File: config.mk
export PLATFORM = sky130hd
export DESIGN_NAME = unidade_controle
export DESIGN_NICKNAME = d
export VERILOG_FILES = /design/src/rtl/unidade_controle.sv
export SDC_FILE = /design/constraint.sdc
export NUM_CORES = 1
export LEC_CHECK = 0
export CORE_AREA = 2 2 39 41
export DETAILED_ROUTE_END_ITERATION = 7
export DIE_AREA = 0 0 41 43
export PLACE_DENSITY_LB_ADDON = 0.2
export SETUP_SLACK_MARGIN = 0.5
export SYNTH_ARGS = -nofsm -noshare
export SYNTH_HDL_FRONTEND = slang
export SYNTH_SLANG_ARGS = --single-unit
File: constraint.sdc
create_clock -name clock -period 1.28 [get_ports clock]
set_input_delay 0.256 -clock clock [delete_from_list [all_inputs] [get_ports clock]]
set_output_delay 0.256 -clock clock [all_outputs]
set_load 0.02 [all_outputs]
File: src/rtl/unidade_controle.sv
// Game-flow control FSM (Moore): sequences plays and rounds, reports win/loss.
// Optional inactivity timeout is compiled in with `define TIMEOUT_EN.
module unidade_controle (
  input  logic       clock,
  input  logic       reset,
  input  logic       iniciar,
  input  logic       jogada_feita,
  input  logic       jogada_igual,
  input  logic       fim_rodada,
  input  logic       fim_jogo,
  input  logic       inativo,
  output logic       zera_jogada,
  output logic       conta_jogada,
  output logic       zera_rodada,
  output logic       conta_rodada,
  output logic       zeraR,
  output logic       registraR,
  output logic       zeraInativo,
  output logic       contaInativo,
  output logic       pronto,
  output logic       ganhou,
  output logic       perdeu,
  output logic       db_timeout,
  output logic [3:0] db_estado
);

  typedef enum logic [3:0] {
    INICIAL        = 4'h0,
    PREPARACAO     = 4'h1,
    INICIO_RODADA  = 4'h2,
    ESPERA_JOGADA  = 4'h3,
    REGISTRA       = 4'h4,
    COMPARACAO     = 4'h5,
    PROXIMA_JOGADA = 4'h6,
    PROXIMA_RODADA = 4'h7,
    FIM_ACERTOU    = 4'hA,
    FIM_TIMEOUT    = 4'hD,
    FIM_ERROU      = 4'hE
  } estado_t;

  estado_t estado, proximo;
  logic    timeout_evt;

`ifdef TIMEOUT_EN
  assign timeout_evt = inativo;
`else
  // Masked to a constant so the timeout branch below is dead logic.
  assign timeout_evt = 1'b0 & inativo;
`endif

  always_ff @(posedge clock) begin
    if (reset) estado <= INICIAL;
    else       estado <= proximo;
  end

  always_comb begin
    proximo = INICIAL;
    case (estado)
      INICIAL:        proximo = iniciar ? PREPARACAO : INICIAL;
      PREPARACAO:     proximo = INICIO_RODADA;
      INICIO_RODADA:  proximo = ESPERA_JOGADA;
      ESPERA_JOGADA: begin
        if (jogada_feita)     proximo = REGISTRA;
        else if (timeout_evt) proximo = FIM_TIMEOUT;
        else                  proximo = ESPERA_JOGADA;
      end
      REGISTRA:       proximo = COMPARACAO;
      COMPARACAO: begin
        if (!jogada_igual)             proximo = FIM_ERROU;
        else if (fim_rodada && fim_jogo) proximo = FIM_ACERTOU;
        else if (fim_rodada)           proximo = PROXIMA_RODADA;
        else                           proximo = PROXIMA_JOGADA;
      end
      PROXIMA_JOGADA: proximo = ESPERA_JOGADA;
      PROXIMA_RODADA: proximo = INICIO_RODADA;
      FIM_ACERTOU:    proximo = iniciar ? PREPARACAO : FIM_ACERTOU;
      FIM_ERROU:      proximo = iniciar ? PREPARACAO : FIM_ERROU;
`ifdef TIMEOUT_EN
      FIM_TIMEOUT:    proximo = iniciar ? PREPARACAO : FIM_TIMEOUT;
`endif
      default:        proximo = INICIAL;
    endcase
  end

  always_comb begin
    zera_jogada  = 1'b0;
    conta_jogada = 1'b0;
    zera_rodada  = 1'b0;
    conta_rodada = 1'b0;
    zeraR        = 1'b0;
    registraR    = 1'b0;
    zeraInativo  = 1'b0;
    contaInativo = 1'b0;
    pronto       = 1'b0;
    ganhou       = 1'b0;
    perdeu       = 1'b0;
    db_timeout   = 1'b0;
    case (estado)
      PREPARACAO: begin
        zera_jogada = 1'b1;
        zera_rodada = 1'b1;
        zeraR       = 1'b1;
        zeraInativo = 1'b1;
      end
      INICIO_RODADA: begin
        zera_jogada = 1'b1;
        zeraInativo = 1'b1;
      end
`ifdef TIMEOUT_EN
      ESPERA_JOGADA: contaInativo = 1'b1;
      FIM_TIMEOUT: begin
        pronto     = 1'b1;
        perdeu     = 1'b1;
        db_timeout = 1'b1;
      end
`endif
      REGISTRA: begin
        registraR   = 1'b1;
        zeraInativo = 1'b1;
      end
      PROXIMA_JOGADA: conta_jogada = 1'b1;
      PROXIMA_RODADA: conta_rodada = 1'b1;
      FIM_ACERTOU: begin
        pronto = 1'b1;
        ganhou = 1'b1;
      end
      FIM_ERROU: begin
        pronto = 1'b1;
        perdeu = 1'b1;
      end
      default: ;
    endcase
  end

  assign db_estado = estado;

endmodule

==> results of run 1 <==
==> power breakdown <==
part / internal (mW) / switching (mW) / leakage [nW]
clock: 0.117 / 0.0526 / 0.0150
combinational: 0.313 / 0.249 / 0.370
sequential: 0.140 / 0.0162 / 0.0353
==> area by class of cell <==
type,count,area (um2),share of cell area
Timing Repair Buffer,44,469,0.449
Multi-Input combinational cell,41,434,0.415
Sequential cell,4,92.6,0.0885
Clock buffer,4,26.3,0.0251
Tap cell,16,20.0,0.0191
Inverter,1,3.75,0.00359
==> routing by layer <==
layer / vias up / track usage / share of wire
li1: 272 / - / -
met1: 278 / 0.225 / 0.41
met2: 11 / 0.266 / 0.57
met3: 0 / 0.0157 / 0.026
met4: 0 / 0.0600 / 0
met5: - / 0 / 0
==> worst max-delay path: cells and delay by family (launching register included) <==
family | cells | cell delay (ns)
simple gates | 2 | 0.32
buf+inv | 2 | 0.40
flops | 1 | 0.35
==> logic make-up after synthesis <==
family	after synthesis
flip-flops	4
AO/OA/AOI/OAI	16
AND/OR/NAND/NOR	23
other	1
buffers and inverters	8
==> placed cells by master (no fill, tap or decap), types with 3 or more instances in the layout <==
master,netlist,routed
a21oi_2,1,3
buf_4,3,9
buf_6,2,24
clkbuf_4,0,3
clkdlybuf4s50_1,0,6
dfxtp_4,0,3
==> per-stage QoR <==
step,setup TNS (ns),hold slack (ns),util,std cells
floorplan,-0.502,0.379,-,53
global placement,-4.76,0.700,0.529,95
detailed placement,-4.79,0.692,0.529,95
CTS,-2.19,0.664,0.599,104
global route,-2.79,0.715,0.756,110
finish,-2.24,0.683,0.756,110
==> path summary, 6_finish.rpt <==
path / startpoint / to / slack [ns] / cells after the start
max: db_estado[1] / pronto / -0.29 / 4
min: db_estado[3] / db_estado[1] / 0.68 / 3
max reg2reg: db_estado[0] / db_estado[2] / -0.15 / 6
min reg2reg: db_estado[3] / db_estado[1] / 0.68 / 3
==> repair_timing <==
action / CTS / global route
cloned: 0 / 1
pin swaps: 9 / 9
endpoints found under the setup margin: 18 / 18
gates resized for setup: 82 / 35
buffers inserted: 5 / 5
==> run_results.csv, run 1 <==
group,metric,value,unit
cells_and_area,layout-area-overhead-vs-synth,161,%
global_routing,grt.overflow.total,0,
synth,synth_xor_area_frac,0,
cts,ctsHtreeMaxLevel,1,
route,first_pass_iters,3,
placed_design,place.gp.congestion,0.771,
synth,ys.flop_type,"dfxtp_1",
sta,setup_viol,12,
cts,tritoncts,"built",
global_routing,grt_max_degree,13,
synth,post-synth-top-count-cell,"a21oi_1",
synth,ys_ff_latch,4,
sta,slew_viol_final,0,
setup_path,required,1.02,ns
pwr,p_leak,0.420,nW
synth,synth_compound_area_frac,0.281,
placed_design,port_buffers,20,
floorplanning,start_util,0.289,
sta,clock_skew,0.00777,ns
outcome,run_status,"finished with violations",
global_routing,grt_pass1_wl,1990,um
cts,cts_root_buf,"clkbuf_4",
setup_path,critPathMaxStageDelay,0.35,ns
route,detail-route-antenna-nets,0,
cells_and_area,largest_reg_flops,4,
cts,clk_path_buf_depth,2,
synth,synth.avg_cell_area,7.70,um2
synth,yosys-top-cells-area,"dfxtp_1 (20%), a21oi_1 (6.3%), buf_4 (5.6%)",
floorplanning,core,1380,um2
cts,insertion_delay,0.23,ns
cts,cts_made_buffers,3,
cts,cts_hold_buffers,0,
route,drc,0,
pwr,powerDensity,849,nW/um2
synth,synth_fa_ha_area_frac,0,
route,wl_per_cell,13.4,um
synth,synth_common_cells,"a21oi_1 (5), dfxtp_1 (4)",
sta,fin_crit_sh,1.23,
route,vias_per_cell,5.10,
floorplanning,rows,14,
setup_path,path_class,"flip-flop to output pin",
route,wl,1480,um
sta,setup_slack,-0.291,ns
synth,yosys_warnings,0,
cells_and_area,nets,103,
route,drt_first_iter_violations,8,
cells_and_area,fin_area,1050,um2
outcome,violations,"setup timing",
min_path,hold_class,"flip-flop to flip-flop",
cts,cts_sinks,4,
synth,synth_edf_count,0,
synth,syn-cell-area,400,um2
global_routing,track_usage,0.167,
floorplanning,die_h,43,um
synth,synth.distinct_cells,31,
sta,max_freq,0.637,GHz
floorplanning,die_x,41,um
floorplanning,die-area,1760,um2
setup_path,arrival,1.31,ns
global_routing,grt_pass1_vias,444,
floorplanning,io_pins,24,
cells_and_area,antenna_cells,0,
synth,synthSimpleGateAreaFrac,0.363,
synth,synth_top_family_by_area,"simple AND/OR/NAND/NOR gates",
pwr,power.total,0.888,mW
global_routing,antenna_found_initial,0,
cts,cts.clk_slew.worst_paths,0.04,ns
route,num_vias,561,
placed_design,hpwlAfterDp,828,um
setup_path,endpoint_kind,"output pin",
placed_design,dp_slack,-0.549,ns
setup_path,slowest_stage,"dfxtp_4",
synth,yosysTopAreaCellShare,0.200,
sta,hold_viol,0,
placed_design,place_area,732,um2
synth,synth_mux_area_frac,0,
synth,yosysTopAreaCell,"dfxtp_1",
setup_path,cp_cell_sequence,"buf_6 -> nor2b_4 -> and2_4 -> clkdlybuf4s15_2",
cells_and_area,nFillCells,87,
setup_path,startpoint_type,"flip-flop",
setup_path,path_max_fanout,12,
sta,min_period,1.57,ns
cells_and_area,drive_above_1_share,0.755,
synth,syn_inst,52,
sta,rsz0062_at_grt,"yes",
flow_run,drv_cap,0,
synth,async_flop_share,0,
pwr,ir_drop,0.000871,V
synth,seq_area_frac_synth,0.200,
Power figures use the tool's default switching activity.
==> run 2, diff against run 1 <==
--- a/config.mk
+++ b/config.mk
@@ -13,3 +13,4 @@
 export SYNTH_ARGS = -nofsm -noshare
 export SYNTH_HDL_FRONTEND = slang
 export SYNTH_SLANG_ARGS = --single-unit
+export TNS_END_PERCENT = 10
==> run 2 against run 1 <==
The flow still finishes with violations (setup timing). Maximum frequency up 0.93%. Cell count down 11%. Highest routed layer is now met4. Hold slack worse by 0.032 ns. Clock power about the same. Sequential power down 3%. Core utilization down 20 points. Via count down 15%. Critical endpoint is now zeraInativo. Sequential cell count unchanged.
==> run_results.csv, run 2 (synthesis results as in run 1) <==
group,metric,value,unit
setup_path,worstRegToRegCells,6,
min_path,hold_class,"primary input to flip-flop",
sta,setup_viol,11,
cts,clk_path_buf_depth,2,
setup_path,required,1.02,ns
cells_and_area,nets,91,
cells_and_area,fin_area,763,um2
sta,fin_tns_setup,-1.63,ns
route,num_vias,476,
setup_path,arrival,1.30,ns
setup_path,reg2reg_setup_slack,-0.11,ns
route,wl_per_cell,11.3,um
sta,whs,0.651,ns
setup_path,crit_buf_inv,1,
cells_and_area,largest_reg_flops,4,
placed_design,place.gp.congestion,0.753,
global_routing,antenna_found_initial,0,
route,top_layer_used,"met4",
setup_path,startpoint_type,"flip-flop",
cells_and_area,antenna_cells,0,
global_routing,track_usage,0.152,
pwr,p_leak,0.316,nW
cts,cts_root_buf,"clkbuf_4",
setup_path,critPathMaxStageDelay,0.34,ns
pwr,ir_drop,0.000946,V
placed_design,dp.cells,94,
setup_path,path_class,"flip-flop to output pin",
route,wl_met2,567,um
setup_path,timing.rr.end,"db_estado[2]",
global_routing,grt_pass1_vias,433,
route,first_pass_iters,2,
setup_path,cp_cell_sequence,"or2b_4 -> a211oi_4 -> or2_4 -> buf_6",
pwr,powerDensity,934,nW/um2
cts,insertion_delay,0.23,ns
cts,cts_setup_buffers,0,
placed_design,hpwlAfterDp,833,um
min_path,min-delay-start,"iniciar",
cts,cts.clk_slew.worst_paths,0.04,ns
global_routing,grt.overflow.total,0,
floorplanning,core,1380,um2
cells_and_area,layout-area-overhead-vs-synth,90.6,%
cts,cts_hold_buffers,0,
floorplanning,die-area,1760,um2
outcome,run_status,"finished with violations",
outcome,violations,"setup timing",
route,drc,0,
sta,fin_crit_sh,1.22,
flow_run,drv_cap,0,
cts,tritoncts,"built",
setup_path,endpoint_kind,"output pin",
route,wl,1110,um
floorplanning,start_util,0.289,
setup_path,critPathLaunch,"db_estado[1]",
cells_and_area,final_common_cell,"buf_4",
setup_path,crit-reg2reg-launch,"db_estado[2]",
min_path,whs_endpoint,"db_estado[0]",
pwr,power.total,0.713,mW
cts,ctsHtreeMaxLevel,1,
sta,setup_slack,-0.276,ns
placed_design,dp_slack,-0.542,ns
setup_path,slowest_stage,"dfxtp_2",
floorplanning,rows,14,
route,detail-route-antenna-nets,0,
route,wl_met1,452,um
cts,cts_made_buffers,3,
placed_design,port_buffers,20,
setup_path,crit_family,"simple AND/OR/NAND/NOR gates",
global_routing,grt_pass1_wl,1820,um
cts,cts_sinks,4,
route,vias_per_cell,4.86,
cells_and_area,most-common-layout-cells,"buf_4 (12), buf_6 (10), clkdlybuf4s50_1 (6)",
min_path,whs_path_depth,3,
sta,min_period,1.56,ns
sta,slew_viol_final,0,
cells_and_area,drive_above_1_share,0.561,
sta,hold_viol,0,
floorplanning,die_x,41,um
placed_design,place_area,691,um2
global_routing,grt_max_degree,12,
sta,max_freq,0.643,GHz
route,wl_met3,78,um
sta,rsz0062_at_grt,"yes",
setup_path,path_max_fanout,4,
cells_and_area,utilization,0.552,
sta,clock_skew,0.00966,ns
floorplanning,die_h,43,um
cells_and_area,fin_cells,98,
floorplanning,io_pins,24,
route,drt_first_iter_violations,3,
## run 2: changes by cell type in the layout (fill, tap and decap cells not counted), moves of 2 or more
cell | previous run | this run
nor2_4 | 2 | 0
and3_1 | 0 | 2
buf_6 | 24 | 10
dfxtp_4 | 3 | 1
and3_4 | 2 | 0
buf_8 | 2 | 0
nor2_1 | 0 | 3
buf_4 | 9 | 12
dfxtp_2 | 1 | 3
buf_2 | 1 | 3
## run 2: timing repair
item                                    4_1_cts  5_1_grt
endpoints found under the setup margin       18       18
resized for setup                            77        7
pin swaps                                     7        1
gates cloned                                  0        0
## run 2: final cells by class
class	count	area, um2
Sequential cell	4	87.6
Tap cell	16	20.0
Inverter	1	3.75
Timing Repair Buffer	32	289
Clock buffer	4	26.3
Fill cell	137	621
Multi-Input combinational cell	41	337
## run 2: power by group
group | total [mW] | switching, mW | internal (mW)
clock | 0.169 | 0.0523 | 0.117
combinational | 0.393 | 0.190 | 0.203
sequential | 0.151 | 0.00985 | 0.141
total | 0.713 | 0.252 | 0.460
## run 2: worst max-delay path by stage
stage          depth (start not counted)          end
3_5_place_dp                           4  zeraInativo
3_3_place_gp                           4  zeraInativo
6_report                               4  zeraInativo
2_1_floorplan                          4  zeraInativo
4_1_cts                                4  zeraInativo
5_1_grt                                4  zeraInativo
## run 2: per-layer routing
metal,vias up,track usage
met3,2,0.0471
li1,243,-
met2,19,0.244
met4,0,0.0400
met1,212,0.188
met5,-,0
## run 2: worst register-to-register path, stage by stage, from the launching register on
cell     delay, ns
dfxtp_2       0.33
buf_6         0.12
buf_4         0.12
buf_4         0.13
or3b_1        0.36
a21oi_2       0.15
o31a_1        0.12
==> run 3, diff against run 2 <==
--- a/config.mk
+++ b/config.mk
@@ -8,6 +8,7 @@
 export CORE_AREA = 2 2 39 41
 export DETAILED_ROUTE_END_ITERATION = 7
 export DIE_AREA = 0 0 41 43
+export DONT_BUFFER_PORTS = 1
 export PLACE_DENSITY_LB_ADDON = 0.2
 export SETUP_SLACK_MARGIN = 0.5
 export SYNTH_ARGS = -nofsm -noshare
==> run 3 against run 2 <==
The flow still finishes with violations (setup timing). Sequential cell count did not move. First-iteration DRC count rose by 33%. Global-route usage fell by 2.1 points. Via count fell by 9.9%. Clock skew rose by 0.0031 ns. Design area fell by 15%. Highest routed layer is now met3. Core utilization fell by 8.2 points. Critical path depth fell by 1. Clock power rose by 2%. Largest cell class unchanged. Largest power group unchanged. Sequential share of layout area rose by 2.4 points.
==> run_results.csv, run 3 (synthesis results as in run 1) <==
group,metric,value,unit
setup_path,endpoint_kind,"output pin",
placed_design,dp_slack,-0.0452,ns
floorplanning,core,1380,um2
setup_path,critPathMaxStageDelay,0.34,ns
sta,hold_viol,0,
route,drc,0,
setup_path,crit-reg2reg-launch,"db_estado[1]",
sta,fin_crit_sh,1.19,
sta,setup_viol,10,
pwr,powerDensity,1050,nW/um2
global_routing,track_usage,0.131,
cells_and_area,antenna_cells,0,
pwr,ir_drop,0.000603,V
pwr,pwr-share-seq,0.222,
setup_path,crit_family,"simple AND/OR/NAND/NOR gates",
placed_design,place_area,536,um2
pwr,intPower,0.432,mW
cts,cts_root_buf,"clkbuf_4",
pwr,p_switching,0.250,mW
setup_path,slowest_stage,"dfxtp_2",
route,num_vias,429,
pwr,p_leak,0.262,nW
cells_and_area,layout-area-overhead-vs-synth,62.2,%
setup_path,arrival,1.27,ns
cells_and_area,utilization,0.469,
sta,max_freq,0.654,GHz
min_path,min-delay-start,"iniciar",
setup_path,path_max_fanout,4,
setup_path,crit_buf_inv,0,
floorplanning,die-area,1760,um2
global_routing,grt_max_degree,9,
setup_path,critPathLaunch,"db_estado[1]",
cells_and_area,fin_area,649,um2
cts,insertion_delay,0.24,ns
setup_path,startpoint_type,"flip-flop",
cts,tritoncts,"built",
floorplanning,start_util,0.289,
cells_and_area,final_common_cell,"buf_4",
sta,setup_slack,-0.249,ns
floorplanning,rows,14,
setup_path,cp_cell_sequence,"or2b_4 -> a211oi_4 -> or2_4",
placed_design,place.gp.congestion,0.772,
floorplanning,die_x,41,um
cells_and_area,largest_reg_flops,4,
setup_path,required,1.02,ns
route,wl_per_cell,12.3,um
floorplanning,io_pins,24,
sta,rsz0062_at_grt,"yes",
placed_design,hpwlAfterDp,782,um
pwr,p_comb_frac,0.525,
cts,cts_sinks,4,
cells_and_area,most-common-layout-cells,"buf_4 (11), buf_6 (8), a21oi_1 (4)",
route,detail-route-antenna-nets,0,
outcome,run_status,"finished with violations",
pwr,clock_power_share,0.253,
cells_and_area,nets,78,
cts,ctsHtreeMaxLevel,1,
route,first_pass_iters,4,
placed_design,dp.cells,80,
sta,whs,0.145,ns
cells_and_area,nFillCells,142,
global_routing,antenna_found_initial,0,
global_routing,grt_pass1_vias,383,
global_routing,grt.overflow.total,0,
outcome,violations,"setup timing",
placed_design,port_buffers,0,
setup_path,path_class,"flip-flop to output pin",
pwr,power.total,0.683,mW
cells_and_area,drive_above_1_share,0.609,
cts,clk_path_buf_depth,2,
sta,fin_tns_setup,-1.24,ns
route,drt_first_iter_violations,4,
route,wl,1040,um
cts,cts_hold_buffers,0,
min_path,hold_class,"primary input to flip-flop",
sta,clock_skew,0.0128,ns
pwr,netSwitchingFraction,0.367,
cts,cts_made_buffers,3,
cells_and_area,fin_cells,85,
floorplanning,die_h,43,um
flow_run,drv_cap,0,
sta,min_period,1.53,ns
route,vias_per_cell,5.05,
global_routing,grt_pass1_wl,1560,um
sta,slew_viol_final,0,
cts,cts.clk_slew.worst_paths,0.04,ns
[run 3: timing repair]
action	in CTS	in global routing
setup endpoints to repair	18	18
buffers inserted	1	0
pin swaps	4	4
resized for setup	12	12
[run 3: power by group through the flow]
stage	combinational, mW	sequential, mW	clock, mW
after floorplan	0.210	0.171	0
after global placement	0.291	0.154	0
after detailed placement	0.296	0.154	0
after CTS	0.333	0.153	0.181
after global routing	0.388	0.154	0.194
final	0.358	0.152	0.173
[run 3: final cells by class]
class	instances	area (um2)	area share
multi-input cells	41	337	0.518
repair buffers	19	173	0.266
flip-flops and latches	4	90.1	0.139
clock buffers	4	26.3	0.0405
well taps	16	20.0	0.0308
inverters	1	3.75	0.00578
[run 3: per-layer routing]
layer  global-route usage  share of wire
met1                0.161           0.44
met2                0.191           0.48
met4               0.0467              0
met5                    0              0
met3               0.0628          0.080
[run 3: path summary, 6_finish.rpt]
check	endpoint	slack (ns)	cells after the start
setup / recovery	zeraInativo	-0.25	3
hold / removal	db_estado[0]	0.14	2
setup reg to reg	db_estado[2]	0.05	5
hold reg to reg	db_estado[1]	0.59	3
